File: config.mk
export PLATFORM = sky130hd
export DESIGN_NAME = mem_access_unit
export DESIGN_NICKNAME = d
export VERILOG_FILES = /design/src/rtl/mem_pkg.sv /design/src/rtl/mem_lane_align.sv /design/src/rtl/mem_access_unit.sv
export SDC_FILE = /design/constraint.sdc
export NUM_CORES = 1
export LEC_CHECK = 0
export CORE_MARGIN = 1.5
export CORE_UTILIZATION = 32
export CTS_CLUSTER_SIZE = 20
export DETAILED_ROUTE_END_ITERATION = 7
export MAX_ROUTING_LAYER = met4
export SYNTH_ARGS = -nofsm -noshare
export SYNTH_HDL_FRONTEND = slang
export SYNTH_SLANG_ARGS = --single-unit
export TNS_END_PERCENT = 50
File: constraint.sdc
create_clock -name clk -period 4.07 [get_ports clk]
set_clock_uncertainty 0.2 [all_clocks]
set_input_delay 0.6105 -clock clk [delete_from_list [all_inputs] [get_ports clk]]
set_output_delay 0.6105 -clock clk [all_outputs]
set_load 0.01 [all_outputs]
File: src/rtl/mem_pkg.sv
// Shared encodings for the load/store front end: access sizes, fault codes,
// FSM state type and the request fault classifier.
package mem_pkg;

  typedef logic [1:0] size_t;
  typedef logic [1:0] fault_t;
  typedef logic       state_t;

  localparam size_t SZ_BYTE = 2'b00;
  localparam size_t SZ_HALF = 2'b01;
  localparam size_t SZ_WORD = 2'b10;
  localparam size_t SZ_ILL  = 2'b11;

  localparam fault_t FLT_OK       = 2'b00;
  localparam fault_t FLT_MISALIGN = 2'b01;
  localparam fault_t FLT_RANGE    = 2'b10;
  localparam fault_t FLT_SIZE     = 2'b11;

  localparam state_t ST_IDLE   = 1'b0;
  localparam state_t ST_RMW_WR = 1'b1;

  // Priority: illegal size, then misalignment, then word index out of range.
  function automatic fault_t classify(input size_t size, input logic [31:0] addr,
                                      input logic [31:0] mem_words);
    fault_t f;
    if (size == SZ_ILL)
      f = FLT_SIZE;
    else if ((size == SZ_HALF && addr[0]) || (size == SZ_WORD && addr[1:0] != 2'b00))
      f = FLT_MISALIGN;
    else if ({2'b00, addr[31:2]} >= mem_words)
      f = FLT_RANGE;
    else
      f = FLT_OK;
    return f;
  endfunction

endpackage

File: src/rtl/mem_lane_align.sv
// Combinational byte-lane steering: extracts and extends load data from a
// memory word, and merges sub-word store data into an existing word.
module mem_lane_align
  import mem_pkg::*;
(
  input  logic [1:0]  lane,
  input  size_t       size,
  input  logic        is_unsigned,
  input  logic [31:0] old_word,
  input  logic [31:0] wdata,
  output logic [31:0] load_data,
  output logic [31:0] merged_word
);

  logic [4:0]  shamt;
  logic [31:0] shifted;
  logic [31:0] lane_mask;

  // Lane select, load extension and store merge, all keyed by the low address bits.
  always_comb begin
    // NOTE: every output gets a value before any branch, so no latch can be inferred.
    shamt       = 5'd0;
    load_data   = old_word;
    lane_mask   = 32'hFFFF_FFFF;
    case (size)
      SZ_BYTE: begin
        shamt     = {lane, 3'b000};
        lane_mask = 32'h0000_00FF << shamt;
      end
      SZ_HALF: begin
        shamt     = {lane[1], 4'b0000};
        lane_mask = 32'h0000_FFFF << shamt;
      end
      default: ;
    endcase
    shifted = old_word >> shamt;
    case (size)
      SZ_BYTE: load_data = is_unsigned ? {24'h0, shifted[7:0]}
                                       : {{24{shifted[7]}}, shifted[7:0]};
      SZ_HALF: load_data = is_unsigned ? {16'h0, shifted[15:0]}
                                       : {{16{shifted[15]}}, shifted[15:0]};
      default: ;
    endcase
    merged_word = (old_word & ~lane_mask) | ((wdata << shamt) & lane_mask);
  end

endmodule

File: src/rtl/mem_access_unit.sv
// Load/store front end for the word-addressed data_mem. Word stores write
// directly in the accept cycle; byte/half stores read the old word, merge,
// and write it back one cycle later from the RMW_WR state.
module mem_access_unit
  import mem_pkg::*;
#(
  parameter int MEM_WORDS = 1024,
  parameter int TAG_W     = 5
) (
  input  logic             clk,
  input  logic             reset_b,
  input  logic             req_valid,
  output logic             req_ready,
  input  logic             req_is_store,
  input  logic [1:0]       req_size,
  input  logic             req_unsigned,
  input  logic [31:0]      req_addr,
  input  logic [31:0]      req_wdata,
  input  logic [TAG_W-1:0] req_tag,
  output logic             rsp_valid,
  input  logic             rsp_ready,
  output logic [31:0]      rsp_rdata,
  output logic [TAG_W-1:0] rsp_tag,
  output logic             rsp_is_store,
  output logic [1:0]       rsp_fault,
  output logic [31:0]      mem_read_addr,
  output logic [31:0]      mem_write_addr,
  output logic             mem_write_en,
  output logic [31:0]      mem_write_data,
  input  logic [31:0]      mem_read_data
);

  state_t           state;
  logic [31:0]      merge_buf;
  logic [31:0]      rmw_idx;
  logic [TAG_W-1:0] rmw_tag;

  logic [31:0] req_idx;
  fault_t      req_fault;
  logic        accept;
  logic        word_store;
  logic        sub_store;
  logic [31:0] load_data;
  logic [31:0] merged_word;

  assign req_idx       = {2'b00, req_addr[31:2]};
  assign req_fault     = classify(req_size, req_addr, 32'(MEM_WORDS));
  assign req_ready     = (state == ST_IDLE) && (!rsp_valid || rsp_ready);
  assign accept        = req_valid && req_ready;
  assign word_store    = req_is_store && (req_fault == FLT_OK) && (req_size == SZ_WORD);
  assign sub_store     = req_is_store && (req_fault == FLT_OK) && (req_size != SZ_WORD);
  assign mem_read_addr = req_idx;

  mem_lane_align u_lane_align (
    .lane        (req_addr[1:0]),
    .size        (req_size),
    .is_unsigned (req_unsigned),
    .old_word    (mem_read_data),
    .wdata       (req_wdata),
    .load_data   (load_data),
    .merged_word (merged_word)
  );

  // Memory write port: direct word stores when idle, merged word in RMW_WR.
  always_comb begin
    mem_write_en   = 1'b0;
    mem_write_addr = req_idx;
    mem_write_data = req_wdata;
    if (state == ST_RMW_WR) begin
      mem_write_en   = 1'b1;
      mem_write_addr = rmw_idx;
      mem_write_data = merge_buf;
    end else if (accept && word_store) begin
      mem_write_en = 1'b1;
    end
    // Abandon any write while reset is held so memory is never touched mid-reset.
    if (reset_b)
      mem_write_en = 1'b0;
  end

  // FSM, merge buffer and response register.
  always_ff @(posedge clk or posedge reset_b) begin
    if (reset_b) begin
      state        <= ST_IDLE;
      // NOTE: the merge buffer is a plain register, so it is reset like any other state.
      merge_buf    <= 32'h0;
      rmw_idx      <= 32'h0;
      rmw_tag      <= '0;
      rsp_valid    <= 1'b0;
      rsp_rdata    <= 32'h0;
      rsp_tag      <= '0;
      rsp_is_store <= 1'b0;
      rsp_fault    <= FLT_OK;
    end else begin
      // NOTE: non-blocking so the handshake clear below can be overridden by a completion.
      if (rsp_valid && rsp_ready)
        rsp_valid <= 1'b0;
      if (state == ST_RMW_WR) begin
        rsp_valid    <= 1'b1;
        rsp_rdata    <= 32'h0;
        rsp_tag      <= rmw_tag;
        rsp_is_store <= 1'b1;
        rsp_fault    <= FLT_OK;
        state        <= ST_IDLE;
      end else if (accept) begin
        if (sub_store) begin
          merge_buf <= merged_word;
          rmw_idx   <= req_idx;
          rmw_tag   <= req_tag;
          state     <= ST_RMW_WR;
        end else begin
          rsp_valid    <= 1'b1;
          rsp_rdata    <= (!req_is_store && req_fault == FLT_OK) ? load_data : 32'h0;
          rsp_tag      <= req_tag;
          rsp_is_store <= req_is_store;
          rsp_fault    <= req_fault;
        end
      end
    end
  end

endmodule

==> metrics.md <==
| Metric | Value |
|---|---|
| Status | finished clean |
| Num CTS Buffers | 9 |
| Post-synth top area share | roughly 42% |
| Maximum number of pins on one net before global-route repair | between 80 and 90 |
| Worst-Margin Slew | ~1100 ps |
| Synthesis-stage register bit count | ~110 |
| Synth Warn # | 0 |
| # H-tree levels | 3 |
| Cell taking the most area after synthesis | dfrtp_1 |
| Starting Density | between 30% and 40% |
| Num Clock Sinks | around 110 |
| Vias | between 5,000 and 6,000 |
| Crit-path cells | clkdlybuf4s50_1 -> nor4_2 -> nand2_1 -> nor4_1 -> a41oi_1 -> nor2_1 -> clkdlybuf4s50_1 |
| Rows | between 50 and 60 |
| CP Capture Type | primary output |
| Top cell by count, worst path | clkdlybuf4s50_1 |
| CP Class | in -> out |
| DRC | 0 |
| GRT met3 Usage | 5.755% |
| Dpl cell area | 8936 sq um |
| Core area | 19,650 sq um |
| WHS Path Cells | 2 |
| Final setup viols | 0 |
| DRT antenna net count | 0 |
| IO Count | roughly 250 |
| Peak per-stage delay on the critical path | between 500 and 600 ps |
| Skew-Pair Late Insertion Delay | 360 ps |
| # Post-CTS Setup Buffers | 0 |
| Max IR drop VDD | ~0.19 mV |
| CP Data Arrival Time | between 2000 and 3000 ps |
| Primary FF master, synth | dfrtp_1 |
| R2R Path End | rsp_rdata[29] |
| Count leader, synth | mux2_2 |
| Seq/Total Area, Yosys | between 40% and 50% |
| Area grow syn2layout | 43.67% |
| R2r startpoint | state |
| Achievable Freq | 264.0 MHz |
| Top cells by area, synth | dfrtp_1 (42%), mux2_2 (20%), mux2i_1 (5.7%), o21ai_0 (4.5%), buf_4 (4.2%) |
| Post-cts sizing count | 0 |
| Busiest metal layer after global routing | met2 |
| # port buffers | 243 |
| Hold_buf cts | 0 |
| Worst-path maximum fanout | 3 |
| Clk buf depth | 2 |
| Met1 usage | 25.20% |
| DRT Pass-1 Iters | 4 |
| Crit share post-route | between 90% and 100% |
| Post-DR vias/cell | 5.069 |
| Die area | ~21,000 sq um |
| Total grt overflow | 0 |
| Hold Crit Start | rsp_rdata[23] |
| CP Launch Type | primary input |
| CTS Root Cell | clkbuf_16 |
| Average cell area after synthesis | ~11 sq um |
| Post-synthesis cell count | 605 |
| WL/cell | a little under 20 um |
| Pwr dens | 283.9 nW/um^2 |
| Critical path's top delay family | simple AND/OR/NAND/NOR gates |
| CTS tree | built |
| DP Wirelength | around 16,000 um |
| Leakage | between 3 and 4 nW |
| Iter 0 DRT Violations | 239 |
| Setup ws final | about 280 ps |
| Final-layout fill cell count | about 1,900 |
| Final Wtd Congestion | 0.8470 |
| Die Y | roughly 150 um |
| Critical Path RT | approximately 3300 ps |
| Register clock-pin slew on the reported worst setup and hold paths | roughly 70 ps |
| Type of the most critical hold path | reg -> reg |
| Pre-CTS WS | around 260 ps |
| Max-cap violations | 0 |
| Rel. slew slack | 28.83% |
| Number of flops mapped to enable cells by yosys | 0 |
| Global-route wire length before repair | ~33,000 um |
| Mapped Area | ~6500 sq um |
| Total GRT Usage | a little over a fifth |
| WP buf/inv | 2 |
| Layout Nets | between 900 and 1,000 |
| Antenna violations before repair | 2 |
| Vias in the first global route | between 5,000 and 6,000 |
| Reg area | 2729 sq um |
| FF-to-FF path depth | 5 |
| Slowest-stage cell, CP | clkdlybuf4s50_1 |
| Final instance area | 9274 sq um |
| Setup_tns | 0 ps |
| Reg-to-reg slack, setup | 1540 ps |
| RSZ-0062 raised after global routing | no |
| Hold EP | rsp_rdata[23] |
| Layout cell share with drive strength beyond 1 | 21.31% |
| Met2 Use GR | between 30 and 40% |
| Synth top cells by count | mux2_2 (116), dfrtp_1 (109), o21ai_0 (58), nand2_1 (54), mux2i_1 (37) |
| Slew Limit Fails | 0 |
| Minimum clock period | roughly 3800 ps |
| Routed Wire Length | about 21,000 um |
| Final hold vios | 0 |
| Asr flop ratio synth | 100.0% |
| Multi-input gate area | roughly 3300 sq um |
| Die X | about 150 um |
| Post-synth cell types | 51 |
through the flow:
step           hold WS, ps  total power, mW  util (%)  cells
6_report             285.7            2.633     47.19   1079
5_1_grt              314.8            2.736     47.19   1079
4_1_cts              290.4            2.662     47.16   1077
3_5_place_dp         269.8            1.670     45.47   1061
3_3_place_gp         266.8            1.664     45.47   1061
2_1_floorplan        247.4            1.371         -    608
power breakdown:
part	leakage (nW)	switching, mW	internal (mW)
logic	2.31	0.254	0.293
clock network	0.160	0.423	0.562
registers	1.50	0.00652	1.09
total	3.96	0.684	1.95
worst min-delay path: stages, from the launching register on:
cell,delay (ps)
dfrtp_1,340
nand2_1,50
o21ai_0,60
placed cells by master, fill, tap and decap left out, types with 2 or more instances in the layout:
master and n:
conb_1 4, nand2_1 54, nor4_1 2, a31oi_1 3, mux2_2 116, buf_4 17, dfrtp_1 108, inv_6 2
inv_1 9, nor4_2 5, a22oi_1 14, nor2_1 24, diode_2 2, a2bb2oi_1 7, o2bb2ai_1 6, a211oi_1 3
a21oi_1 11, clkbuf_16 9, mux2_4 9, mux2i_1 37, a22o_1 4, bufinv_16 2, and3_1 3, nand4_1 2
clkdlybuf4s50_1 243, nand2b_1 7, nand3_1 2, and2_1 22, o21ai_1 3, o21ai_0 58
per-layer routing:
metal	wire (um)	part of all wire (%)	vias up
met5	0	0	-
met4	363	1.7	0
met3	1830	8.6	27
met2	10290	49	233
met1	8685	41	2682
li1	-	-	2527
cell families after synthesis:
logic type	after synthesis	share of synthesized area (%)
mux	163	28.24
simple gates	131	10.66
buf+inv	82	7.308
flops	109	42.26
compound gates	119	11.48
other cells	1	0.05810
flip-flops by register name, summed over array words and instances (netlist names):
register / cells
rmw_tag: 5
rsp_is_store: 1
rsp_fault: 2
merge_buf: 32
rmw_idx: 30
rsp_tag: 5
rsp_rdata: 32
state: 1
rsp_valid: 1
worst max-delay path by stage:
stage / from / end / slack [ps] / cells past startpoint
after detailed placement: req_addr[22] / mem_write_en / 260 / 7
final: req_addr[27] / mem_write_en / 280 / 7
after global routing: req_addr[26] / mem_write_en / 7 / 7
after CTS: req_addr[27] / mem_write_en / 250 / 7
after floorplan: reset_b / merge_buf[0] / 390 / 1
after global placement: req_addr[22] / mem_write_en / 270 / 7
cell type report:
cell class	count	area share, %
antenna	2	0.05397
clock buffer	10	2.577
clock inverter	6	1.012
inverter	10	0.4317
multi-input combinational	417	35.32
sequential	109	29.43
tap	265	3.575
timing repair buffer	260	27.60
Note: power is estimated with default switching activity, not from simulation.
